$ cat src/rtl/bcd_convert_arbiter.sv
`timescale 1ns/1ps
// ---------------------------------------------------------------------------
// bcd_convert_arbiter
//
// Shared binary-to-BCD converter for the score/combo display path. Two
// requesters hand in 8-bit values over a level req / pulsed ack handshake.
// A round-robin arbiter picks one requester, a double-dabble engine converts
// the value over 8 cycles, and the 3-digit BCD result is stored in that
// requester's output register.
//
// Ports
//   clk    : system clock, rising edge
//   rst_n  : asynchronous active-low reset
//   req0   : requester 0 request (level, held until ack0)
//   val0   : requester 0 binary value, sampled at grant
//   req1   : requester 1 request (level, held until ack1)
//   val1   : requester 1 binary value, sampled at grant
//   ack0   : one-cycle pulse, bcd0 has just been updated
//   ack1   : one-cycle pulse, bcd1 has just been updated
//   bcd0   : last result for requester 0, {hundreds, tens, ones}
//   bcd1   : last result for requester 1, {hundreds, tens, ones}
//   busy   : high whenever the engine is not idle
// ---------------------------------------------------------------------------
module bcd_convert_arbiter (
  input  logic        clk,
  input  logic        rst_n,
  input  logic        req0,
  input  logic [7:0]  val0,
  input  logic        req1,
  input  logic [7:0]  val1,
  output logic        ack0,
  output logic        ack1,
  output logic [11:0] bcd0,
  output logic [11:0] bcd1,
  output logic        busy
);

  typedef enum logic [1:0] {
    IDLE    = 2'd0,
    CONVERT = 2'd1,
    DONE    = 2'd2
  } state_t;

  state_t      state;
  logic        last_served;
  logic        grantee;
  logic [2:0]  iter;
  logic [19:0] shift_reg;
  logic [19:0] adjusted;
  logic [19:0] shift_next;
  logic        grant_sel;

  // On a tie the requester that was not served last wins; a lone request
  // is always granted.
  always_comb begin
    grant_sel = 1'b0;
    if (req0 && req1) begin
      grant_sel = ~last_served;
    end else begin
      grant_sel = req1;
    end
  end

  // One double-dabble iteration: bump every BCD digit that is 5 or more by 3
  // so the following left shift carries correctly into the next digit.
  always_comb begin
    adjusted = shift_reg;
    if (shift_reg[19:16] >= 4'd5) adjusted[19:16] = shift_reg[19:16] + 4'd3;
    if (shift_reg[15:12] >= 4'd5) adjusted[15:12] = shift_reg[15:12] + 4'd3;
    if (shift_reg[11:8]  >= 4'd5) adjusted[11:8]  = shift_reg[11:8]  + 4'd3;
    shift_next = adjusted << 1;
  end

  // Control FSM. last_served resets to 1 so requester 0 wins the first tie.
  // The result is written straight from shift_next on the edge completing
  // the 8th iteration so bcd and ack appear together.
  always_ff @(posedge clk or negedge rst_n) begin
    if (!rst_n) begin
      state       <= IDLE;
      last_served <= 1'b1;
      grantee     <= 1'b0;
      iter        <= 3'd0;
      shift_reg   <= 20'd0;
      ack0        <= 1'b0;
      ack1        <= 1'b0;
      bcd0        <= 12'h000;
      bcd1        <= 12'h000;
      busy        <= 1'b0;
    end else begin
      case (state)
        IDLE: begin
          if (req0 || req1) begin
            grantee     <= grant_sel;
            last_served <= grant_sel;
            shift_reg   <= {12'b0, (grant_sel ? val1 : val0)};
            iter        <= 3'd0;
            busy        <= 1'b1;
            state       <= CONVERT;
          end
        end
        CONVERT: begin
          shift_reg <= shift_next;
          iter      <= iter + 3'd1;
          if (iter == 3'd7) begin
            if (grantee) begin
              bcd1 <= shift_next[19:8];
              ack1 <= 1'b1;
            end else begin
              bcd0 <= shift_next[19:8];
              ack0 <= 1'b1;
            end
            state <= DONE;
          end
        end
        DONE: begin
          ack0  <= 1'b0;
          ack1  <= 1'b0;
          busy  <= 1'b0;
          state <= IDLE;
        end
        default: begin
          ack0  <= 1'b0;
          ack1  <= 1'b0;
          busy  <= 1'b0;
          state <= IDLE;
        end
      endcase
    end
  end

endmodule

$ cat config.mk
export PLATFORM = sky130hd
export DESIGN_NAME = bcd_convert_arbiter
export DESIGN_NICKNAME = d
export VERILOG_FILES = /design/src/rtl/bcd_convert_arbiter.sv
export SDC_FILE = /design/constraint.sdc
export NUM_CORES = 1
export LEC_CHECK = 0
export ABC_AREA = 1
export BUFFER_PORTS_ARGS = -buffer_cell sky130_fd_sc_hd__buf_2
export CORE_UTILIZATION = 35
export CTS_CLUSTER_SIZE = 16
export DETAILED_ROUTE_END_ITERATION = 10
export GPL_TIMING_DRIVEN = 0
export PLACE_DENSITY = 0.51
export SETUP_SLACK_MARGIN = 0.2
export SLEW_MARGIN = 10
export SYNTH_ARGS = -nofsm -noshare
export SYNTH_HDL_FRONTEND = slang
export SYNTH_SLANG_ARGS = --single-unit
$ cat constraint.sdc
create_clock -name clk -period 1.65 [get_ports clk]
set_input_delay 0.165 -clock clk [delete_from_list [all_inputs] [get_ports clk]]
set_output_delay 0.165 -clock clk [all_outputs]
set_load 0.02 [all_outputs]
Word level (Yosys, flattened, before mapping)
Index checks and enable logic that the tools add are counted.
{"block": "classes", "bitwise_logic": 4, "n_eq_ne": 6, "n_addsub": 4, "order_cmp": 3, "muxes": 20, "reduce_logical": 12}
{"cell": "$pmux W20 S2", "n": 1}
{"cell": "$mux W20", "n": 1}
{"cell": "$ge A4 B3 Y1 const B", "n": 3}
{"cell": "$reduce_and A3 Y1", "n": 4}
{"cell": "$add A4 B2 Y4 const B", "n": 2}
{"cell": "$mux W4", "n": 2}
{"cell": "$mux W8", "n": 1}
{"cell": "$ne A2 B2 Y1 const B", "n": 4}
{"cell": "$reduce_and A2 Y1", "n": 4}
{"cell": "$mux W1", "n": 6}
{"cell": "$mux W3", "n": 2}
{"cell": "$pmux W1 S2", "n": 3}
{"cell": "$pmux W3 S2", "n": 1}
{"cell": "$mux W2", "n": 2}
{"cell": "$not A1 Y1", "n": 4}
{"cell": "$pmux W2 S2", "n": 1}
{"cell": "$add A3 B1 Y3 const B", "n": 1}
{"cell": "$add A3 B2 Y3 const B", "n": 1}
{"cell": "$eq A3 B3 Y1 const B", "n": 1}
{"cell": "$eq A2 B1 Y1 const B", "n": 1}
{"cell": "$logic_not A2 Y1", "n": 1}
{"cell": "$reduce_bool A2 Y1", "n": 1}
{"cell": "$logic_and A1 B1 Y1", "n": 1}
{"cell": "$logic_or A1 B1 Y1", "n": 1}
{"block": "word_totals", "register_bits": 54, "output_inout_bits": 27}

Depth between registers and ports, before layout
Gate-level depths: netlist (run 1).
{"block": "logic_depth", "ltp_word": 5, "ltp_mapped": 8}

Least setup slack after synthesis (run 1)
No wires, ideal clock.
{"block": "synth_path", "path_kind": "register to register", "from": "reg iter[0]", "to": "reg ack0", "t_arrival_ns": 1.311, "path_slack_ns": 0.218, "path_buffers": 1, "setup_ns": 0.120, "synth_period_minus_slack_ns": 1.432, "path_stages_with_launch": 8, "cell_sequence": "dfrtp_1 ha_1 ha_1 inv_2 nor2_4 nand2_2 buf_2 nand2_1"}
{"block": "synth_between", "elab_chain_cells": 3}
{"element": "from (decl)", "line": "47", "rtl": "logic [2:0] iter;"}
{"element": "from (signal assigned)", "line": "103", "rtl": "iter <= iter + 3'd1;"}
{"element": "$eq A3 B3 Y1", "line": "104", "rtl": "if (iter == 3'd7) begin"}
{"element": "$ne A2 B2 Y1 (no source line)"}
{"element": "$reduce_and A3 Y1 (no source line)"}
{"element": "to (signal assigned)", "line": "110", "rtl": "ack0 <= 1'b1;"}
{"element": "to (signal assigned)", "line": "116", "rtl": "ack0 <= 1'b0;"}
{"element": "to (signal assigned)", "line": "122", "rtl": "ack0 <= 1'b0;"}
{"element": "to (decl)", "line": "31", "rtl": "output logic ack0,"}
Every way passes these cells.
A chain may end at the register's enable or synchronous reset.

Final worst setup path (run 1)
{"block": "layout_path", "from": "reg iter[1]", "to": "reg bcd0[10]"}
{"block": "layout_between", "elab_chain_cells": 2}
{"element": "$eq A3 B3 Y1", "line": "104"}
{"element": "$reduce_and A3 Y1 (no source line)"}
{"element": "to (signal assigned)", "line": "109", "rtl": "bcd0 <= shift_next[19:8];"}
{"element": "to (decl)", "line": "33", "rtl": "output logic [11:0] bcd0,"}
Every way passes these cells.

==> impl_metrics.env, run 1 <==
export IMPL_max_cap_viol_count=0
export IMPL_grt_overflow_total=0
export IMPL_clock_sinks=54
export IMPL_die_w_um=88.1
export IMPL_numPortBuffers=46
export IMPL_critPathMaxStageDelay_ps=380
export IMPL_drive_gt1_share_pct=25.9
export IMPL_syn_num_nets=340
export IMPL_antennaDiodeCount=0
export IMPL_area_delta_synth_final_pct=25.0
export IMPL_htreeDepth=2
export IMPL_routed_wl_um=6210
export IMPL_antenna_found_initial=0
export IMPL_dp_slack_ps=-56.6
export IMPL_max_slew_worst_pin_slew_ps=681
export IMPL_nNetsFinal=402
export IMPL_yosysSeqAreaShare_pct=52.1
export IMPL_yosysWarnings=0
export IMPL_cpLargestDelayFamily="adder cells"
export IMPL_required_ps=1850
export IMPL_globalplace_congestion=0.730
export IMPL_die_area_um2=7770
export IMPL_largest_reg_flops=20
export IMPL_synth_edf_count=0
export IMPL_arrival_ps=1610
export IMPL_yosys_area_top_type="dfrtp_1"
export IMPL_syn_avg_cell_area_um2=8.32
export IMPL_drc_errors=0
export IMPL_cts_buffer_depth=2
export IMPL_track_usage_pct=16.9
export IMPL_worst_setup_path_type="flop to flop"
export IMPL_routed_via_count=2221
export IMPL_crit_buf_inv=2
export IMPL_grt_setup_unrepaired="false"
export IMPL_path_clk_slew_ps=90
export IMPL_synthCells=312
export IMPL_status="finished, final reports clean"
export IMPL_first_pass_iters=4
export IMPL_drt_vias_per_instance=4.69
export IMPL_leakagePower_nw=1.72
export IMPL_clock_skew_final_ps=12.1
export IMPL_routedWlPerCell_um=13.1
export IMPL_cts_made_buffers=5
export IMPL_root_buffer="clkbuf_8"
export IMPL_hold_path_class="primary input to flop"
export IMPL_rows=31
export IMPL_synth_area_leaders="dfrtp_1 (51%), nand2_1 (18%), nand3_1 (8.5%)"
export IMPL_synth_top_area_share_pct=51.1
export IMPL_timing_fmax_mhz=711
export IMPL_grt_pass1_vias=2091
export IMPL_setup_viol=0
export IMPL_finalMaxSlewViolations=0
export IMPL_ff2ff_setup_slack_ps=240
export IMPL_async_flop_share_pct=100
export IMPL_synth_cell_types=25
export IMPL_synth_area_um2=2600
export IMPL_initial_utilization_pct=36.0
export IMPL_ioPinCount=47
export IMPL_die_y_um=88.1
export IMPL_finalHoldViolCount=0
export IMPL_drtAntennaViolNets=0
export IMPL_cts_tree="built"
export IMPL_synth_ff_type="dfrtp_1"
export IMPL_whs_ps=110
export IMPL_placed_area_um2=2950
export IMPL_crit_fanout=8
export IMPL_mostFrequentLayoutCells="nand2_1 (117), dfrtp_1 (53), buf_2 (48), nand3_1 (41), inv_1 (19)"
export IMPL_relSlewSlack_pct=54.6
export IMPL_slowest_stage="dfrtp_1"
export IMPL_fin_crit_sh_pct=85.3
export IMPL_grt_pass1_wl_um=9850
export IMPL_yosys_register_bits=54
export IMPL_fin_ws_ps=243
export IMPL_path_cells="ha_2 -> ha_4 -> inv_6 -> nor2_4 -> nand2_4 -> clkbuf_16 -> nand2_2 -> nand2_1"
export IMPL_period_minus_slack_ps=1410
export IMPL_core_um2=7210
export IMPL_insertion_delay_ps=310
export IMPL_fin_tns_setup_ps=0
export IMPL_grt_max_degree=55
export IMPL_drtIter0Drc=107
export IMPL_final_common_cell="nand2_1"
export IMPL_p_per_area_nw_per_um2=1970
export IMPL_peakVddDrop_mv=0.683
export IMPL_dp_hpwl_um=4170
export IMPL_final_area_um2=3240
export IMPL_crit_path_end_kind="flop"
export IMPL_startpoint_type="flop"
synth_stat cells (3+ instances only):
cell,instances
nand2_1,122
nand3b_1,7
o21ai_0,15
ha_1,8
nand4_1,6
dfrtp_1,53
nor2_1,5
o21ai_1,3
nand3_1,44
inv_1,22
inv_2,5
buf_2,5
power by group:
group	leakage, nW	total (mW)	switching [mW]	internal [mW]
sequential	0.675	2.38	0.430	1.95
combinational	1.00	3.23	2.08	1.15
clock	0.0455	0.782	0.438	0.344
total	1.72	6.39	2.94	3.45
through the flow:
| step | std cells | total power [mW] | util [%] |
|---|---|---|---|
| 2_1_floorplan | 312 | 4.46 | - |
| 3_3_place_gp | 457 | 5.30 | 40.9 |
| 3_5_place_dp | 457 | 5.37 | 40.9 |
| 4_1_cts | 468 | 6.24 | 43.4 |
| 5_1_grt | 474 | 6.97 | 45.0 |
| 6_report | 474 | 6.39 | 45.0 |
per-layer routing:
| layer | vias up | GRT usage, % | part of all wire [%] |
|---|---|---|---|
| met5 | - | 0 | 0 |
| met4 | 0 | 5.57 | 1.4 |
| met3 | 8 | 3.39 | 2.7 |
| met2 | 33 | 26.0 | 45 |
| met1 | 1047 | 23.8 | 51 |
| li1 | 1133 | - | - |
timing repair:
item / in CTS / in global routing
pin swaps: 2 / 5
setup endpoints to repair: 27 / 43
endpoints found under the hold margin: 53 / 0
resized for setup: 9 / 20
setup buffers: 2 / 5
gates cloned: 0 / 1
hold buffers: 1 / 0
path summary, 6_finish.rpt:
path / from / to / cells past startpoint
max: iter[1]$_DFFE_PN0P_ / bcd0[10]$_DFFE_PN0P_ / 8
min: val1[0] / shift_reg[0]$_DFFE_PN0P_ / 3
max reg2reg: iter[1]$_DFFE_PN0P_ / bcd0[10]$_DFFE_PN0P_ / 8
min reg2reg: last_served$_DFFE_PN1P_ / last_served$_DFFE_PN1P_ / 2
max in group asynchronous: rst_n / bcd1[11]$_DFFE_PN0P_ / 2
min in group asynchronous: rst_n / bcd0[6]$_DFFE_PN0P_ / 2
cell families (layout without fill, tap and decap cells):
| kind of cell | Yosys count | in the layout | synth area share, % |
|---|---|---|---|
| AO/OA/AOI/OAI | 23 | 23 | 4.67 |
| buffers and inverters | 34 | 97 | 5.59 |
| adder cells (fa/ha/maj) | 8 | 8 | 3.86 |
| AND/OR/NAND/NOR | 193 | 193 | 33.8 |
| flip-flops | 54 | 54 | 52.1 |
area by class of cell:
type	count	area, um^2
inverter	27	106
buffer	7	60.1
fill	768	3970
sequential	54	1350
tap	99	124
multi-input combinational	224	1170
clock buffer	8	90.1
timing repair buffer	55	345
worst register-to-register path, stage by stage (launching register included):
cell,delay [ps]
dfrtp_1,380
ha_2,210
ha_4,190
inv_6,60
nor2_4,100
nand2_4,110
clkbuf_16,180
nand2_2,50
nand2_1,40
(Power assumes the default switching activity.)
==> run 2, diff against run 1 <==
--- a/config.mk
+++ b/config.mk
@@ -5,13 +5,13 @@
 export SDC_FILE = /design/constraint.sdc
 export NUM_CORES = 1
 export LEC_CHECK = 0
-export ABC_AREA = 1
 export BUFFER_PORTS_ARGS = -buffer_cell sky130_fd_sc_hd__buf_2
+export CORE_ASPECT_RATIO = 0.6
 export CORE_UTILIZATION = 35
 export CTS_CLUSTER_SIZE = 16
 export DETAILED_ROUTE_END_ITERATION = 10
 export GPL_TIMING_DRIVEN = 0
-export PLACE_DENSITY = 0.51
+export PLACE_DENSITY = 0.52
 export SETUP_SLACK_MARGIN = 0.2
 export SLEW_MARGIN = 10
 export SYNTH_ARGS = -nofsm -noshare
==> impl_metrics.env, run 2 <==
export IMPL_antennaDiodeCount=0
export IMPL_leakagePower_nw=1.58
export IMPL_path_depth=6
export IMPL_largest_reg_flops=20
export IMPL_area_delta_synth_final_pct=33.2
export IMPL_yosysSeqAreaShare_pct=54.1
export IMPL_status="complete, but fails checks"
export IMPL_setup_viol=0
export IMPL_regArea_um2=1360
export IMPL_instances_no_fill=391
export IMPL_grt_max_degree=55
export IMPL_async_flop_share_pct=100
export IMPL_max_cap_viol_count=0
export IMPL_p_int_mw=4.19
export IMPL_dp_cells=366
export IMPL_mostFrequentLayoutCells="dfrtp_1 (51), buf_2 (47), nand2_1 (40), o21ai_1 (19), buf_4 (18)"
export IMPL_synthCells=233
export IMPL_cts_tree="built"
export IMPL_worst_setup_path_type="flop to flop"
export IMPL_clock_skew_final_ps=4.65
export IMPL_p_per_area_nw_per_um2=2120
export IMPL_crit_buf_inv=1
export IMPL_p_sw_share_pct=40.6
export IMPL_crit_path_end_kind="flop"
export IMPL_root_buffer="clkbuf_16"
export IMPL_syn_avg_cell_area_um2=10.7
export IMPL_timing_fmax_mhz=688
export IMPL_hp_start="req0"
export IMPL_synth_ff_type="dfrtp_1"
export IMPL_fin_tns_setup_ps=0
export IMPL_drtAntennaViolNets=0
export IMPL_final_common_cell="dfrtp_1"
export IMPL_drc_errors=6
export IMPL_insertion_delay_ps=290
export IMPL_yosysWarnings=0
export IMPL_dp_slack_ps=24.7
export IMPL_drive_gt1_share_pct=44.1
export IMPL_first_pass_iters=7
export IMPL_fin_crit_sh_pct=88.1
export IMPL_numPortBuffers=46
export IMPL_multi_input_area_um2=1200
export IMPL_peakVddDrop_mv=0.542
export IMPL_grt_setup_unrepaired="true"
export IMPL_critPathMaxStageDelay_ps=360
export IMPL_grt_overflow_total=0
export IMPL_max_slew_worst_pin_slew_ps=707
export IMPL_dp_hpwl_um=4100
export IMPL_die_w_um=111
export IMPL_htreeDepth=2
export IMPL_cpLargestDelayFamily="flip-flops"
export IMPL_startpoint_type="flop"
export IMPL_r2r_end="shift_reg[14]$_DFFE_PN0P_"
export IMPL_ioPinCount=47
export IMPL_initial_utilization_pct=36.8
export IMPL_final_area_um2=3330
export IMPL_synth_cell_types=30
export IMPL_yosys_area_top_type="dfrtp_1"
export IMPL_antenna_found_initial=0
export IMPL_drt_vias_per_instance=4.95
export IMPL_path_clk_slew_ps=70
export IMPL_reg2reg_from="shift_reg[13]$_DFFE_PN0P_"
export IMPL_nNetsFinal=331
export IMPL_period_minus_slack_ps=1450
export IMPL_violations="DRC"
export IMPL_startpoint="shift_reg[13]$_DFFE_PN0P_"
export IMPL_slowest_stage="dfrtp_1"
export IMPL_crit_fanout=3
export IMPL_grt_pass1_vias=1848
export IMPL_synth_area_leaders="dfrtp_1 (53%), nand2_1 (6.0%), o21ai_1 (4.2%)"
export IMPL_clock_power_share_pct=16.9
export IMPL_routed_via_count=1936
export IMPL_utilization_pct=49.0
export IMPL_relSlewSlack_pct=52.9
export IMPL_ff2ff_setup_slack_ps=200
export IMPL_arrival_ps=1680
export IMPL_drtIter0Drc=84
export IMPL_die_y_um=67.4
export IMPL_synth_area_um2=2500
export IMPL_clock_sinks=54
export IMPL_reg2reg_depth=6
export IMPL_syn_num_nets=261
export IMPL_required_ps=1870
export IMPL_netlist_top_cells_count="dfrtp_1 (53), nand2_1 (40), o21ai_1 (21), o21ai_0 (17), o21ai_2 (10)"
export IMPL_yosys_register_bits=54
export IMPL_p_comb_share_pct=49.7
export IMPL_globalplace_congestion=0.736
export IMPL_p_switching_mw=2.86
export IMPL_placed_area_um2=2890
export IMPL_cts_made_buffers=5
export IMPL_routed_wl_um=5980
export IMPL_pwr_share_seq_pct=33.4
export IMPL_path_cells="inv_2 -> ha_2 -> nand2b_4 -> a21oi_4 -> mux2_4 -> o21ai_2"
export IMPL_synth_edf_count=0
export IMPL_synth_top_area_share_pct=53.1
export IMPL_core_um2=6790
export IMPL_cp_endpoint="shift_reg[14]$_DFFE_PN0P_"
export IMPL_cts_buffer_depth=2
export IMPL_rows=23
export IMPL_final_fill_count=637
export IMPL_track_usage_pct=17.6
export IMPL_finalMaxSlewViolations=0
export IMPL_hold_path_class="primary input to flop"
export IMPL_grt_pass1_wl_um=9910
export IMPL_fin_ws_ps=196
export IMPL_synth_most_common_cell="dfrtp_1"
export IMPL_finalHoldViolCount=0
export IMPL_routedWlPerCell_um=15.3
export IMPL_die_area_um2=7490
[run 2: changes by cell type in the layout (fill, tap and decap cells not counted), moves of 11 or more]
cell     before  now
o21ai_1       6   19
buf_4         7   18
nand3_1      41    6
nand2_1     117   40
o21ai_2       1   17
inv_1        19    2
[run 2: worst reg2reg max path, cell delays in order (launching register included)]
cell and delay (ps):
dfrtp_1 360, inv_2 70, ha_2 170, nand2b_4 140, a21oi_4 180, mux2_4 350
o21ai_2 120
[run 2: area by class of cell]
cell class	instances	share of cell area, %
tap	87	3.27
sequential	54	40.7
inverter	8	0.902
clock buffer	5	3.76
multi-input combinational	160	36.1
timing repair buffer	63	10.9
buffer	11	3.12
clock inverter	3	1.20
[run 2: repair_timing]
| action | CTS | global route |
|---|---|---|
| setup buffers | 6 | 10 |
| hold endpoints to repair | 53 | 0 |
| gates resized for setup | 27 | 14 |
| hold buffers | 1 | 0 |
| cloned | 0 | 0 |
| pin swaps | 7 | 5 |
| endpoints found under the setup margin | 30 | 38 |
[run 2: power by group through the flow]
| stage | Clock, mW | Sequential [mW] | Combinational (mW) |
|---|---|---|---|
| floorplan | 0 | 2.54 | 1.71 |
| finish | 1.19 | 2.35 | 3.50 |
| global route | 1.27 | 2.43 | 3.89 |
| CTS | 1.21 | 2.33 | 3.20 |
| detailed placement | 0 | 2.32 | 2.79 |
| global placement | 0 | 2.31 | 2.75 |
[run 2: logic make-up after synthesis]
group / after synthesis / share of synthesized area (%)
and+or+nand+nor: 67 / 13.2
DFF: 54 / 54.1
buffers and inverters: 19 / 5.26
muxes: 13 / 5.76
AOI/OAI and AO/OA: 69 / 16.6
adders and majority gates: 8 / 4.01
xor gates and xnor gates: 3 / 1.05
[run 2: how the worst min path moves through the flow]
stage,to,slack [ps],depth (start not counted)
floorplan,ack0$_DFFE_PN0P_,-130,0
global placement,last_served$_DFFE_PN1P_,380,2
detailed placement,busy$_DFFE_PN0P_,260,1
CTS,last_served$_DFFE_PN1P_,70,2
global route,last_served$_DFFE_PN1P_,100,2
finish,last_served$_DFFE_PN1P_,80,2
[run 2: layer usage]
layer	global-route usage (%)	part of all wire [%]	wire, um
met1	25.9	54	3240
met2	25.9	42	2500
met3	4.40	3.2	192
met4	4.56	0.70	42
met5	0	0	0
[run 2: metrics by stage]
| stage | power [mW] | hold slack (ps) |
|---|---|---|
| floorplan | 4.25 | -131 |
| detailed placement | 5.11 | 265 |
| CTS | 6.74 | 70.6 |
| global placement | 5.06 | 381 |
| finish | 7.04 | 76.4 |
| global route | 7.58 | 101 |
